### config.mk
export PLATFORM = sky130hd
export DESIGN_NAME = ser_bit_feeder
export DESIGN_NICKNAME = d
export VERILOG_FILES = /design/src/rtl/ser_bit_feeder.sv
export SDC_FILE = /design/constraint.sdc
export NUM_CORES = 1
export LEC_CHECK = 0
export ABC_CLOCK_PERIOD_IN_PS = 1600
export BUFFER_PORTS_ARGS = -buffer_cell sky130_fd_sc_hd__clkbuf_2
export CAP_MARGIN = 30
export CORE_AREA = 2 2 48 50
export CTS_CLUSTER_SIZE = 28
export DETAILED_ROUTE_END_ITERATION = 6
export DIE_AREA = 0 0 50 52
export HOLD_SLACK_MARGIN = 0.1
export PLACE_DENSITY = 0.74
export SLEW_MARGIN = 15
export SYNTH_ARGS = -nofsm -noshare
export SYNTH_HDL_FRONTEND = slang
export SYNTH_SLANG_ARGS = --single-unit
### constraint.sdc
create_clock -name clk -period 1.6 [get_ports clk]
set_input_delay 0.32 -clock clk [delete_from_list [all_inputs] [get_ports clk]]
set_output_delay 0.32 -clock clk [all_outputs]
set_load 0.02 [all_outputs]
### src/rtl/ser_bit_feeder.sv
// Parallel-to-serial bit feeder: one-word holding register in front of a shifter, gapless back-to-back output.
// Optional build macro SER_PARITY_EN appends an even-parity bit after each word.
module ser_bit_feeder #(
  parameter int WIDTH     = 8,
  parameter bit MSB_FIRST = 1'b1
) (
  input  logic             clk,
  input  logic             rst,
  input  logic [WIDTH-1:0] in_data,
  input  logic             in_valid,
  output logic             in_ready,
  output logic             x,
  output logic             x_valid,
  output logic             word_done,
  output logic             busy
);

`ifdef SER_PARITY_EN
  localparam int LAST = WIDTH;
`else
  localparam int LAST = WIDTH - 1;
`endif
  localparam int CW = $clog2(WIDTH + 2);
  localparam logic [CW-1:0] LAST_C = CW'(LAST);

  typedef enum logic {IDLE, SHIFT} state_t;

  state_t           state_q, state_d;
  logic [WIDTH-1:0] hold_q, hold_d;
  logic             hold_full_q, hold_full_d;
  logic [WIDTH-1:0] shreg_q, shreg_d;
  logic [CW-1:0]    cnt_q, cnt_d;
  logic             x_q, x_d;
  logic             x_valid_q, x_valid_d;
  logic             word_done_q, word_done_d;
`ifdef SER_PARITY_EN
  logic             parity_q, parity_d;
`endif

  logic          load_shift;
  logic          accept;
  logic [CW-1:0] cnt_inc;
  logic          first_bit;
  logic          next_bit;

  // cnt_q is the index of the bit currently presented on x
  assign cnt_inc    = cnt_q + CW'(1);
  assign load_shift = hold_full_q & ((state_q == IDLE) | (cnt_q == LAST_C));
  assign in_ready   = (!hold_full_q | load_shift) & !rst;
  assign accept     = in_valid & in_ready;
  assign first_bit  = MSB_FIRST ? hold_q[WIDTH-1] : hold_q[0];

  always_comb begin
    next_bit = MSB_FIRST ? shreg_q[WIDTH-1] : shreg_q[0];
`ifdef SER_PARITY_EN
    if (cnt_inc == CW'(WIDTH)) next_bit = parity_q;
`endif
  end

  always_comb begin
    state_d     = state_q;
    hold_d      = hold_q;
    hold_full_d = hold_full_q;
    shreg_d     = shreg_q;
    cnt_d       = cnt_q;
    x_d         = 1'b0;
    x_valid_d   = 1'b0;
    word_done_d = 1'b0;
`ifdef SER_PARITY_EN
    parity_d    = parity_q;
`endif

    if (load_shift) begin
      state_d   = SHIFT;
      shreg_d   = MSB_FIRST ? (hold_q << 1) : (hold_q >> 1);
      cnt_d     = '0;
      x_d       = first_bit;
      x_valid_d = 1'b1;
`ifdef SER_PARITY_EN
      parity_d  = ^hold_q;
`endif
      hold_full_d = 1'b0;
    end else if (state_q == SHIFT && cnt_q != LAST_C) begin
      shreg_d     = MSB_FIRST ? (shreg_q << 1) : (shreg_q >> 1);
      cnt_d       = cnt_inc;
      x_d         = next_bit;
      x_valid_d   = 1'b1;
      word_done_d = (cnt_inc == LAST_C);
    end else if (state_q == SHIFT) begin
      state_d = IDLE;
      cnt_d   = '0;
    end

    // a word accepted during a reload lands in hold behind the one just moved out
    if (accept) begin
      hold_d      = in_data;
      hold_full_d = 1'b1;
    end
  end

  always_ff @(posedge clk) begin
    if (rst) begin
      state_q     <= IDLE;
      hold_q      <= '0;
      hold_full_q <= 1'b0;
      shreg_q     <= '0;
      cnt_q       <= '0;
      x_q         <= 1'b0;
      x_valid_q   <= 1'b0;
      word_done_q <= 1'b0;
`ifdef SER_PARITY_EN
      parity_q    <= 1'b0;
`endif
    end else begin
      state_q     <= state_d;
      hold_q      <= hold_d;
      hold_full_q <= hold_full_d;
      shreg_q     <= shreg_d;
      cnt_q       <= cnt_d;
      x_q         <= x_d;
      x_valid_q   <= x_valid_d;
      word_done_q <= word_done_d;
`ifdef SER_PARITY_EN
      parity_q    <= parity_d;
`endif
    end
  end

  assign x         = x_q;
  assign x_valid   = x_valid_q;
  assign word_done = word_done_q;
  assign busy      = (state_q == SHIFT) | hold_full_q;

endmodule
==> impl_results.md <==
- Most used DFF post-synth: dfxtp_1
- Core ar.: roughly 2100 sq um
- Share of layout cells above drive strength 1: around a quarter
- Leakage power: ~0.57 nW
- Final hold violations: 0
- Most common cell in the netlist: dfxtp_1
- Final WL: ~2.0 mm
- Tmin final: approximately 1500 ps
- Dpl ws: 76.4 ps
- Nets@finish: between 100 and 150
- Worst EP required: roughly 1300 ps
- Hold depth: 3
- Area share of the leading cell type in the synthesized netlist: roughly 44%
- Synthesized area per cell: around 10 sq um
- Initial antenna violation count: 0
- Clock skew: between 2 and 3 ps
- DR iter-0 viols: 15
- Startpoint type of the worst setup path: register
- Final Cycle Share: 96.3%
- Hold_ws: roughly 230 ps
- Drt pass-1 iters: 4
- Setup TNS: 0 ps
- Core Rows: 17
- DRC Markers: 0
- Synthesis Warnings: 0
- # fillers: ~190
- Post-synthesis register bit count: 24
- Run status: finished, final reports clean
- Post-Syn Area: between 1000 and 1500 sq um
- CTS tree: built
- Max-cap viol count: 0
- Global-route wire length before repair: ~3.7 mm
- Synthesized net count: 122
- GRT Util Overall: a little under a fifth
- RSZ-0062 raised after global routing: true
- Clock Tree Buf Depth: 2
- Max Clk Rate: 0.649 GHz
- Setup ws final: 59.8 ps
- Number of global-route vias before repair: roughly 860
- Crit end category: output port
- Htree depth: 1
- Peak VDD IR: 0.000612 V
- GP Congestion: approximately 0.8
- Hold_buf cts: 0
- DP HPWL: 1.41 mm
- Top post-synthesis cells by count: dfxtp_1, nand2b_1, mux2i_1, a211oi_1, nor3_1
- WS Path Type: register to output port
- Vias per cell: between 5 and 6
- Clock Latency Late Sink: roughly 310 ps
- Post-DRT Antenna Nets: 0
- Die area: between 2000 and 3000 sq um
- N_diodes: 0
- CTS buffer count: 3
- Vias: 853
- Slew HR: between 70 and 80%
- Final Slew Violations: 0
- CP Data Arrival Time: ~1200 ps
- CTS Root Cell: clkbuf_4
- Reg clk slew, reported paths: between 100 and 150 ps
- Die W: 50 um
- Post-synth EDFFs: 0
- GRT overflow: 0
- Area grow syn2layout: 17.3%
- CTS sink count: 24
- Synth cell types: 28
- Power per cell area: roughly 890 nW/um^2
- Crit path max fanout: 12
- Ranking of synthesized cells by area: dfxtp_1, mux2i_1, nand2b_1, a211oi_1, nor3_1
- Die height: between 50 and 60 um
- Least-Margin Pin Slew: ~410 ps
- Leading area contributor after synthesis: dfxtp_1
- Sequential fraction of the synthesis area: 44.2%
- Cells after synthesis: between 100 and 150
- # setup viols final: 0
- PortBufs: 15
- HP Class: input pin to register
- Largest net degree at the start of global routing: 20
- Starting Density: 51.6%
- Asr flop ratio synth: 0%
- R2R depth: 5
- Top Ports: 16
- Drt wl/cell: 13.0 um
==> critical path: stages, from the launching register on <==
cell      delay (ps)
dfxtp_2          410
nor2_1           270
inv_1             70
clkbuf_2         160
==> per-stage QoR <==
| step | total power, W | cells | utilization [%] | cell area [sq um] |
|---|---|---|---|---|
| after global routing | 0.00119 | 156 | 60.5 | 1270 |
| after CTS | 0.00114 | 156 | 60.5 | 1270 |
| after floorplan | 0.000775 | 109 | - | 1090 |
| final | 0.00113 | 156 | 60.5 | 1270 |
| after global placement | 0.000816 | 149 | 56.7 | 1190 |
| after detailed placement | 0.000821 | 149 | 56.7 | 1190 |
==> where the power goes <==
part           switching [W]  leakage (nW)  total, W  internal, W
Combinational      0.0000800         0.350  0.000155    0.0000746
Clock               0.000178        0.0210  0.000317     0.000139
Sequential         0.0000271         0.198  0.000660     0.000633
Total               0.000285         0.569   0.00113     0.000847
==> per-layer routing <==
metal / vias up / GRT usage, % / routed length [um]
met4: 0 / 8.33 / 34
met3: 4 / 3.45 / 53
met2: 13 / 32.5 / 1010
li1: 421 / - / -
met1: 415 / 21.8 / 928
met5: - / 0 / 0
==> cells by family after synthesis <==
kind of cell / share of synthesized area, %
AOI/OAI and AO/OA: 12.4
xor gates and xnor gates: 1.61
adders and majority gates: 2.30
buffers and inverters: 4.72
DFF: 44.2
muxes: 13.8
and+or+nand+nor: 20.9
==> cell type report <==
cell class,count,area [sq um],share of cell area (%)
clock buffer,4,36.3,2.85
inverter,5,18.8,1.47
multi-input combinational,73,568,44.6
sequential,24,487,38.2
tap,28,35.0,2.75
timing repair buffer,22,130,10.2
==> sequential cells by signal (all words and copies together), names as in the netlist <==
| register | cells |
|---|---|
| word_done | 1 |
| x_valid | 1 |
| cnt_q | 4 |
| shreg_q | 7 |
| hold_full_q | 1 |
| hold_q | 8 |
| state_q | 1 |
| x | 1 |
==> layout by cell type (no fill, tap or decap) <==
cell	n
dfxtp_1	21
nand2b_1	17
mux2i_1	15
clkbuf_2	14
buf_4	8
a211oi_1	7
nor3_1	6
nor2_1	5
inv_1	5
nand3_1	3
a21oi_1	3
clkbuf_4	3
xor2_1	2
dfxtp_2	2
nand3b_4	1
a31oi_1	1
nand2_1	1
and3b_2	1
nand3b_1	1
o31ai_1	1
o211ai_1	1
nor2b_1	1
and4b_1	1
a32oi_1	1
a221oi_1	1
a31oi_4	1
a22oi_1	1
ha_1	1
ha_4	1
clkbuf_8	1
dfxtp_4	1
==> final timing paths <==
path | startpoint | end | slack (ps)
setup reg to reg | cnt_q[0]$_SDFFE_PP0P_ | hold_q[5]$_SDFFE_PP0P_ | 140
hold / removal | in_data[6] | hold_q[6]$_SDFFE_PP0P_ | 230
hold reg to reg | hold_q[1]$_SDFFE_PP0P_ | hold_q[1]$_SDFFE_PP0P_ | 480
setup / recovery | state_q$_SDFFE_PP0P_ | busy | 60
==> timing repair <==
item,CTS,global route
resized for setup,7,1
pin swaps,1,0
endpoints found under the setup margin,2,2
buffers inserted,3,0
Power figures use the tool's default switching activity.
